File: config.mk
export PLATFORM = sky130hd
export DESIGN_NAME = twos_to_signmag_conv
export DESIGN_NICKNAME = d
export VERILOG_FILES = /design/src/rtl/twos_to_signmag_conv.sv
export SDC_FILE = /design/constraint.sdc
export NUM_CORES = 1
export LEC_CHECK = 0
export ABC_AREA = 0
export CAP_MARGIN = 20
export CELL_PAD_IN_SITES_DETAIL_PLACEMENT = 1
export CELL_PAD_IN_SITES_GLOBAL_PLACEMENT = 2
export CORE_ASPECT_RATIO = 1.4
export CORE_MARGIN = 3
export CORE_UTILIZATION = 31
export CTS_CLUSTER_SIZE = 28
export DETAILED_ROUTE_END_ITERATION = 12
export PLACE_DENSITY = 0.85
export SYNTH_ARGS = -nofsm -noshare
export SYNTH_HDL_FRONTEND = slang
export SYNTH_SLANG_ARGS = --single-unit
File: constraint.sdc
create_clock -name clk -period 2.2 [get_ports clk]
set_input_delay 0.44 -clock clk [delete_from_list [all_inputs] [get_ports clk]]
set_output_delay 0.44 -clock clk [all_outputs]
set_load 0.01 [all_outputs]
File: src/rtl/twos_to_signmag_conv.sv
// Streaming two's-complement to sign-magnitude encoder with a two-stage valid/ready
// pipeline. The single unrepresentable code (-2^(D-1)) saturates to the largest negative magnitude.
module twos_to_signmag_conv #(
  parameter int unsigned WIDTH = 9,
  parameter int unsigned CNT_W = 16
) (
  input  logic                 clk,
  input  logic                 rst_n,
  input  logic                 clear,
  input  logic [2*WIDTH-1:0]   in_data,
  input  logic                 in_valid,
  output logic                 in_ready,
  output logic [2*WIDTH-1:0]   out_data,
  output logic                 out_sat,
  output logic                 out_valid,
  input  logic                 out_ready,
  output logic [CNT_W-1:0]     sat_cnt
);

  localparam int unsigned D = 2 * WIDTH;

  localparam logic [D-1:0]     MinCode = {1'b1, {(D-1){1'b0}}};
  localparam logic [D-1:0]     OneD    = {{(D-1){1'b0}}, 1'b1};
  localparam logic [CNT_W-1:0] CntMax  = {CNT_W{1'b1}};
  localparam logic [CNT_W-1:0] CntOne  = {{(CNT_W-1){1'b0}}, 1'b1};

  // Stage 1 state
  logic         s1_valid_q;
  logic [D-1:0] s1_data_q;
  logic         s1_neg_q;
  logic         s1_min_q;

  // Stage 2 state (drives the outputs directly)
  logic         s2_valid_q;
  logic [D-1:0] s2_data_q;
  logic         s2_sat_q;

  logic [CNT_W-1:0] sat_cnt_q, sat_cnt_d;

  logic         s1_load;
  logic         s2_load;
  logic [D-1:0] enc_data;
  logic [D-1:0] neg_data;
  logic         out_xfer;

  // S2 frees up when empty or draining; S1 may refill whenever S2 takes its word.
  assign s2_load  = !s2_valid_q || out_ready;
  assign s1_load  = !s1_valid_q || s2_load;
  assign in_ready = s1_load;
  assign out_xfer = s2_valid_q && out_ready;

  // Encoder, evaluated on the S1 contents.
  always_comb begin
    neg_data = ~s1_data_q + OneD;
    enc_data = {1'b0, s1_data_q[D-2:0]};
    if (s1_min_q) begin
      enc_data = {1'b1, {(D-1){1'b1}}};
    end else if (s1_neg_q) begin
      enc_data = {1'b1, neg_data[D-2:0]};
    end
  end

  always_ff @(posedge clk or negedge rst_n) begin
    if (!rst_n) begin
      s1_valid_q <= 1'b0;
      s1_data_q  <= '0;
      s1_neg_q   <= 1'b0;
      s1_min_q   <= 1'b0;
    end else if (s1_load) begin
      s1_valid_q <= in_valid;
      if (in_valid) begin
        s1_data_q <= in_data;
        s1_neg_q  <= in_data[D-1];
        s1_min_q  <= (in_data == MinCode);
      end
    end
  end

  always_ff @(posedge clk or negedge rst_n) begin
    if (!rst_n) begin
      s2_valid_q <= 1'b0;
      s2_data_q  <= '0;
      s2_sat_q   <= 1'b0;
    end else if (s2_load) begin
      s2_valid_q <= s1_valid_q;
      if (s1_valid_q) begin
        s2_data_q <= enc_data;
        s2_sat_q  <= s1_min_q;
      end
    end
  end

  // Clear has priority over a coincident saturated transfer; the count sticks at max.
  always_comb begin
    sat_cnt_d = sat_cnt_q;
    if (clear) begin
      sat_cnt_d = '0;
    end else if (out_xfer && s2_sat_q && (sat_cnt_q != CntMax)) begin
      sat_cnt_d = sat_cnt_q + CntOne;
    end
  end

  always_ff @(posedge clk or negedge rst_n) begin
    if (!rst_n) begin
      sat_cnt_q <= '0;
    end else begin
      sat_cnt_q <= sat_cnt_d;
    end
  end

  assign out_valid = s2_valid_q;
  assign out_data  = s2_data_q;
  assign out_sat   = s2_sat_q;
  assign sat_cnt   = sat_cnt_q;

endmodule

After elaboration in Yosys (flattened, before gate mapping). Index checks and enable logic that the tools add are counted.

Reduce and logical (&&, ||, !) cells: 10. $add $sub $neg: 2. Muxes and demuxes: 4. Eq/ne operators: 2. Bitwise gates (word level): 1.

Operator list (number): $mux 18 (2); $mux 16 (2); $eq 18x18->1 const B (1); $add 17x1->17 const B (1); $not 17->17 (1); $add 16x1->16 const B (1); $ne 16x16->1 const B (1); $reduce_and 2->1 (2); $logic_and 1x1->1 (3); $logic_not 1->1 (2); $logic_or 1x1->1 (2); $reduce_bool 2->1 (1).

Register bits: 56. Word-level logic and storage cells: 27. Output and inout bits: 37.

Logic depth before layout (Yosys ltp). Gate-level depths: netlist (run 1).

Word-level depth: 5. Mapped depth: 7.

Least setup slack after synthesis (run 1). OpenSTA, ideal clock, no wires.

Path kind: reg2reg. From: register s1_data_q[1]. To: register s2_data_q[16], in the netlist out_data[16]. Data required time: 2.063 ns. Path buffers: 1. Period minus slack after synthesis: 1.975 ns. Setup time: 0.137 ns. Path slack: 0.225 ns. Arrival time: 1.838 ns. Stages on the path, launching flop included: 8. Path through: dfrtp_1 -> inv_1 -> ha_1 -> clkbuf_2 -> or4b_2 -> o41ai_1 -> xor2_1 -> a21oi_1.

Word-level cells in the longest chain between the ends: 4.

Ends and longest elaborated chain: from (decl) (RTL line 29) `logic [D-1:0] s1_data_q;`; from (signal assigned) (RTL line 72) `s1_data_q <= in_data;`; $not 17->17 (RTL line 54) `neg_data = ~s1_data_q + OneD;`; $add 17x1->17 (RTL line 54); $mux 18 (RTL line 58) `end else if (s1_neg_q) begin`; $mux 18 (RTL line 56) `if (s1_min_q) begin`; to (signal assigned) (RTL line 87) `s2_data_q <= enc_data;`; to (decl) (RTL line 35) `logic [D-1:0] s2_data_q;`.

Every way passes these cells. A chain may end at the register's enable or synchronous reset.

Worst setup path after layout (run 1).
From: register sat_cnt_q[5], in the netlist sat_cnt[5]. To: register sat_cnt_q[15], in the netlist sat_cnt[15].

Word-level cells in the longest chain between the ends: 3. Elaborated cells between the ends (all ways): 6. Classes of those cells: 1 x add/sub; 1 x eq/ne; 2 x mux; 2 x reduce/logical.

Ends and longest elaborated chain: from (decl) (RTL line 38) `logic [CNT_W-1:0] sat_cnt_q, sat_cnt_d;`; from (signal assigned) (RTL line 107) `sat_cnt_q <= sat_cnt_d;`; $add 16x1->16 / $ne 16x16->1 (equally long branches) (RTL line 99, 98); $mux 16 / $logic_and 1x1->1 (equally long branches) (RTL line 98) `end else if (out_xfer && s2_sat_q && (sat_cnt_q != CntMax)) begin`; $mux 16 / $reduce_bool 2->1 (equally long branches).

Parallel ways exist; a longest one is shown, timed or not. The select of a mux whose other input is x is not followed.

==> results of run 1 <==
[cells by family (layout without fill, tap and decap cells)]
kind of cell,after synthesis,count (layout),synth area share
AO/OA/AOI/OAI,62,62,0.138
XOR/XNOR,15,15,0.0467
adder cells (fa/ha/maj),2,2,0.00890
buffers and inverters,20,94,0.0276
flip-flops,56,56,0.498
multiplexers,21,21,0.0841
AND/OR/NAND/NOR,103,103,0.197
[worst register-to-register path: stages (launching register included)]
cell     delay, ns
dfrtp_1       0.44
nand3_2       0.16
or4_4         0.57
nor4_1        0.40
mux2_2        0.38
[timing repair]
item                                    CTS  global route
endpoints found under the setup margin    0             1
hold endpoints to repair                  0             0
gates resized for setup                   0             1
[registers in the layout, summed over array words and instances (netlist names)]
register    cells
out_data       18
s1_data_q      17
sat_cnt        16
out_sat         1
out_valid       1
s1_min_q        1
s1_neg_q        1
s1_valid_q      1
[through the flow]
step	setup TNS (ns)	hold slack (ns)	power, W	area [um^2]
detailed placement	-0.171	0.462	0.00205	3650
global placement	-0.0520	0.455	0.00203	3650
floorplan	0	0.144	0.00164	2810
finish	0	0.143	0.00306	3850
global route	0	0.178	0.00322	3850
CTS	0	0.152	0.00311	3850
[worst max path at each step]
stage	from	endpoint	slack (ns)	depth (start not counted)
finish	sat_cnt[5]	sat_cnt[15]	0.14	4
global route	s1_data_q[1]	out_data[16]	0.002	6
CTS	out_ready	in_ready	0.03	3
detailed placement	out_ready	sat_cnt[9]	-0.08	5
global placement	out_ready	sat_cnt[9]	-0.03	5
floorplan	s1_data_q[1]	out_data[16]	0.23	7
[cell usage in the layout (no fill, tap or decap), types with 8 or more instances in the layout]
cell type | synthesis | layout
a21oi_1 | 28 | 28
nand2_1 | 17 | 17
buf_4 | 0 | 18
mux2_2 | 21 | 21
nor2_1 | 29 | 29
dfrtp_1 | 56 | 56
o21ai_0 | 9 | 9
xor2_1 | 8 | 8
nor4_1 | 8 | 8
or4_1 | 12 | 12
clkdlybuf4s50_1 | 0 | 57
[cell type report]
class / instances / area share
timing repair buffer: 79 / 0.198
sequential: 56 / 0.364
clock buffer: 5 / 0.0325
tap: 105 / 0.0341
inverter: 7 / 0.00683
multi-input combinational: 203 / 0.346
clock inverter: 3 / 0.0179
[layer usage]
| metal | track usage | vias up | share of wire |
|---|---|---|---|
| met1 | 0.196 | 1222 | 0.42 |
| met4 | 0.0507 | 0 | 0.020 |
| met5 | 0 | - | 0 |
| li1 | - | 1177 | - |
| met2 | 0.289 | 67 | 0.52 |
| met3 | 0.0279 | 14 | 0.039 |
[power by group]
| group | total (W) | internal, W | switching, W |
|---|---|---|---|
| combinational | 0.000713 | 0.000395 | 0.000318 |
| sequential | 0.00131 | 0.00118 | 0.000132 |
| clock | 0.00104 | 0.000657 | 0.000384 |
| total | 0.00306 | 0.00223 | 0.000834 |
==> reports/metrics.cfg, run 1 <==
[place]
dp_hpwl_um=6050
place_ws_ns=-0.0803
numPortBuffers=59
place_congestion=0.789
placedCellCount=450

[floorplan]
die_w_um=86.5
initial_core_util=0.323
die-area_mm2=0.0103
core_mm2=0.00871
die_h_um=119
rows=40
ios=60

[clock_tree]
clk-insertion-delay-late_ns=0.29
numCtsBuffers=5
clk_pin_slew_ns=0.07
cts_buffer_depth=2
postCtsSetupBuffers=0
cts-root-buf=clkbuf_16
cts_num_sinks=56
postCtsHoldBufs=0
cts_tree=built
htreeDepth=2

[global_route]
grt_pass1_vias=2690
grt_max_degree=28
antenna_found_initial=0
overflow=0
track_usage=0.163
grt_pass1_wl_um=13500

[sta]
rsz0062_at_grt=no
period_needed_ns=2.06
setup_viol=0
slew_violations=0
relSlewSlack=0.612
fin_crit_sh=0.938
hold_violations=0
fin_skew_ns=0.00550
worstMarginPinSlew_ns=0.581
fmax_mhz=485
layout_setup_ws_ns=0.136

[finish]
fin_cells=458
area_growth_pct=36.9
fillCellCount=981
final_core_util=0.442
drive_gt1_frac=0.161
multiInputGateArea_mm2=0.00133
ff_latch_area_mm2=0.00140
antenna_cells=0
layout.nets=377

[worst_setup_path]
cp_top_family=simple AND/OR/NAND/NOR gates
crit_type=flop to flop
startpoint_type=flop
crit_fanout=5
crit_path_max_incr_delay_ns=0.57
r2r_cells=4
slowest_stage=or4_4
rrSetupSlack_ns=0.14
worst_ep_required_time_ns=2.38
r2r_start=sat_cnt[5]
end_kind=flop
crit_arrival_ns=2.24
critPathBufInv=0
crit_chain=nand3_2, or4_4, nor4_1, mux2_2
rr_endpoint=sat_cnt[15]

[synthesis]
yosysSeqAreaShare=0.498
synth_cell_types=39
ys_seq_elements=56
ys.flop_type=dfrtp_1
yosysMostFrequentCell=dfrtp_1
syn-cell-area_mm2=0.00281
async_flop_share=1.00
yosysWarnings=0
synth_edf_count=0
syn_avg_cell_area_um2=10.1
yosysTopAreaCell=dfrtp_1
synth_area_leaders=dfrtp_1, mux2_2, a21oi_1
postSynthCellCount=279
synthTopCellsByCount=dfrtp_1, nor2_1, a21oi_1
syn_nets=304
synthDominantCellAreaShare=0.498

[min_path]
hold_path_class=input port to async pin

[flow_run]
maxCapViolCount=0

[pwr]
cellPowerDensity_mw_per_mm2=796
leakage_nw=1.50
ir_drop_mv=0.410

[detailed_routing]
antenna_left=0
vias=2480
drcViolationCount=0
post_drt_wl_per_cell_um=17.6
routed_wirelength_um=8050
drt_pass1_iterations=4
drt-initial-drc-count=67
drt-vias-per-instance=5.41

[run_status]
status=finished, final reports clean

No activity file was read; power rests on OpenSTA's default activity.
==> inputs of run 2 (changes only) <==
CORE_MARGIN = 2   (was 3)
RECOVER_POWER = 50   (was not set)
==> reports/metrics.cfg, run 2 (same netlist as run 1, synthesis figures left out) <==
[global_route]
grt_max_degree=27
grt_pass1_wl_um=12500
grt_pass1_vias=2518
overflow=0
antenna_found_initial=0
track_usage=0.159

[sta]
relSlewSlack=0.267
fmax_mhz=489
layout_setup_ws_ns=0.153
slew_violations=0
period_needed_ns=2.05
hold_ws_ns=0.333
rsz0062_at_grt=no
hold_violations=0
worstMarginPinSlew_ns=1.10
fin_skew_ns=0.00828
fin_crit_sh=0.930
setup_viol=0

[place]
dp_hpwl_um=5860
place_congestion=0.777
numPortBuffers=59
place_ws_ns=-0.0657

[finish]
multiInputGateArea_mm2=0.00133
antenna_cells=0
final_core_util=0.425
area_growth_pct=35.0
drive_gt1_frac=0.143
final_common_cell=dfrtp_1
final_cell_mix=dfrtp_1, clkdlybuf4s50_1, nor2_1
ff_latch_area_mm2=0.00140
layout.nets=374
largest_reg_flops=18
fillCellCount=1016

[detailed_routing]
wl_met3_um=256
wl_met2_um=4050
wl_met1_um=3110
highest_layer=met4
post_drt_wl_per_cell_um=16.5
antenna_left=0
drt_pass1_iterations=4
drcViolationCount=0
drt-initial-drc-count=52
vias=2460
routed_wirelength_um=7520
drt-vias-per-instance=5.39

[worst_setup_path]
crit_arrival_ns=2.22
r2r_start=sat_cnt[10]
crit_fanout=5
crit_type=flop to flop
r2r_cells=4
crit_path_max_incr_delay_ns=0.60
end_kind=flop
rr_endpoint=sat_cnt[15]
crit_chain=nand3_1, or4_4, nor4_1, mux2_2
slowest_stage=or4_4
worst_ep_required_time_ns=2.37
rrSetupSlack_ns=0.15
startpoint_type=flop

[floorplan]
initial_core_util=0.315
rows=41
die_w_um=84.5
die_h_um=117
die-area_mm2=0.00986
ios=60
core_mm2=0.00893

[clock_tree]
postCtsSetupBuffers=0
cts-root-buf=clkbuf_16
cts_buffer_depth=2
htreeDepth=2
cts_tree=built
clk-insertion-delay-late_ns=0.29
clk_pin_slew_ns=0.07
numCtsBuffers=5
cts_num_sinks=56

[pwr]
ir_drop_mv=0.381
finalPower_w=0.00297
leakage_nw=1.47
cellPowerDensity_mw_per_mm2=784

[flow_run]
maxCapViolCount=0

[run_status]
status=finished, final reports clean

[min_path]
hold_path_class=input port to async pin

==> run 2: changes by cell type in the layout (fill, tap and decap cells not counted), moves of 3 or more <==
cell / change
clkdlybuf4s50_1: -13
buf_4: -5
clkbuf_1: +3
dlygate4sd3_1: +13
==> run 2: how the worst max path moves through the flow <==
stage | startpoint | endpoint | slack [ns] | depth (start not counted)
finish | sat_cnt[10] | sat_cnt[15] | 0.15 | 4
detailed placement | out_ready | sat_cnt[9] | -0.07 | 5
global route | sat_cnt[3] | sat_cnt[15] | 0.06 | 4
global placement | out_ready | sat_cnt[7] | -0.05 | 5
floorplan | s1_data_q[1] | out_data[16] | 0.23 | 7
CTS | out_ready | in_ready | 0.01 | 3
==> run 2: critical path: cells and delay by family, from the launching register on <==
kind             cells  cell delay [ns]
AND/OR/NAND/NOR      3             1.13
flip-flops           1             0.43
multiplexers         1             0.38
==> run 2: per-layer routing <==
layer	global-route usage	up-vias
met5	0	-
met4	0.0582	0
met3	0.0276	8
met2	0.297	62
met1	0.181	1216
li1	-	1174
==> run 2: per-stage QoR <==
| step | instances | setup TNS, ns | instance area, um^2 |
|---|---|---|---|
| after floorplan | 279 | 0 | 2810 |
| after global placement | 449 | -0.0749 | 3630 |
| after detailed placement | 449 | -0.145 | 3630 |
| after CTS | 456 | 0 | 3820 |
| after global routing | 456 | 0 | 3800 |
| final | 456 | 0 | 3800 |
==> run 2: power breakdown <==
group	total, W	switching [W]	internal (W)
registers	0.00131	0.000137	0.00118
logic	0.000658	0.000301	0.000357
clock network	0.00100	0.000356	0.000646
total	0.00297	0.000794	0.00218
==> run 2: cell type report <==
cell class | count | share of cell area
repair buffers | 76 | 0.189
clock inverters | 2 | 0.0158
well taps | 107 | 0.0353
multi-input cells | 203 | 0.351
clock buffers | 5 | 0.0330
flip-flops and latches | 56 | 0.369
inverters | 7 | 0.00692
==> run 2: what timing repair did <==
action | CTS | global route
gates resized for setup | 0 | 1
endpoints found under the setup margin | 0 | 1
hold buffers | 0 | 0
==> inputs of run 3 (changes only) <==
HOLD_SLACK_MARGIN = 0.12   (was not set)
clock period = 2.35 ns   (was 2.2 ns; I/O delays follow)
==> reports/metrics.cfg, run 3 (same netlist as run 1, synthesis figures left out) <==
[detailed_routing]
drcViolationCount=0
drt-initial-drc-count=60
drt-vias-per-instance=5.43
routed_wirelength_um=7370
vias=2453
post_drt_wl_per_cell_um=16.3
antenna_left=0
drt_pass1_iterations=4

[sta]
rsz0062_at_grt=no
setup_tns_ns=0
fin_crit_sh=0.954
setup_viol=0
hold_violations=0
relSlewSlack=0.248
worstMarginPinSlew_ns=1.13
slew_violations=0
fmax_mhz=446
fin_skew_ns=0.00735
period_needed_ns=2.24

[global_route]
antenna_found_initial=0
track_usage=0.158
grt_pass1_wl_um=12600
grt_max_degree=38
grt_pass1_vias=2600
overflow=0

[clock_tree]
numCtsBuffers=5
ctsResizeCount=0
postCtsHoldBufs=0
clk_pin_slew_ns=0.07
clk-insertion-delay-late_ns=0.29
cts_tree=built
htreeDepth=2
postCtsSetupBuffers=0
cts-root-buf=clkbuf_16
cts_num_sinks=56
cts_buffer_depth=2

[worst_setup_path]
crit_type=input port to output pin
crit_fanout=4
crit_arrival_ns=1.77
startpoint_type=input port
r2r_start=sat_cnt[10]
end_kind=output pin
worst_ep_required_time_ns=1.88
cp-startpoint=out_ready

[finish]
antenna_cells=0
largest_reg_flops=18
drive_gt1_frac=0.133
final_common_cell=dfrtp_1
multiInputGateArea_mm2=0.00133
area_growth_pct=33.1
ff_latch_area_mm2=0.00140
layout.nets=369
final_cell_mix=dfrtp_1, clkdlybuf4s50_1, nor2_1
fillCellCount=1037
final_core_util=0.419

[floorplan]
rows=41
die-area_mm2=0.00986
ios=60
die_w_um=84.5
die_h_um=117
core_mm2=0.00893
initial_core_util=0.315

[run_status]
status=finished, final reports clean

[pwr]
cellPowerDensity_mw_per_mm2=722
ir_drop_mv=0.360
leakage_nw=1.43
finalPower_w=0.00270

[place]
dp_hpwl_um=5660
numPortBuffers=59
place_congestion=0.793

[flow_run]
maxCapViolCount=0

[min_path]
hold_path_class=input port to async pin

==> run 3: critical path, stage by stage <==
cell	delay [ns]
clkdlybuf4s50_1	0.53
nand3b_1	0.20
clkdlybuf4s50_1	0.57
==> run 3: worst paths after layout <==
kind | slack [ns] | to | cells past startpoint
worst max-delay path | 0.11 | in_ready | 3
worst min register to register | 0.47 | out_data[17] | 2
worst max register to register | 0.36 | sat_cnt[15] | 4
min in group clk | 0.47 | out_data[17] | 2
worst min-delay path | 0.37 | sat_cnt[11] | 1
max in group asynchronous | 0.44 | sat_cnt[4] | 2
==> run 3: where the power goes <==
| part | switching (W) | total, W | leakage (nW) | internal [W] |
|---|---|---|---|---|
| clock network | 0.000350 | 0.000858 | 0.0815 | 0.000508 |
| logic | 0.000279 | 0.000612 | 0.666 | 0.000333 |
| registers | 0.000129 | 0.00123 | 0.684 | 0.00110 |
==> run 3: final cells by class <==
| class | instances | area share |
|---|---|---|
| multi-input combinational | 203 | 0.356 |
| sequential | 56 | 0.374 |
| clock buffer | 6 | 0.0344 |
| timing repair buffer | 71 | 0.182 |
| tap | 107 | 0.0358 |
| inverter | 7 | 0.00702 |
| clock inverter | 2 | 0.0104 |
==> run 3: per-layer routing <==
metal  part of all wire  vias to the layer above  GRT usage
met5                  0                        -          0
met4             0.0095                        0     0.0349
met3              0.040                        6     0.0261
met2               0.54                       69      0.302
met1               0.41                     1218      0.184
li1                   -                     1160          -
==> run 3: through the flow <==
stage,worst slack [ns],hold WS (ns),cell area [um^2],instances
after floorplan,0.375,0.174,2810,279
after global placement,0.111,0.455,3590,444
after detailed placement,0.113,0.464,3590,444
after CTS,0.121,0.146,3760,452
after global routing,0.0671,0.438,3740,452
final,0.109,0.370,3740,452
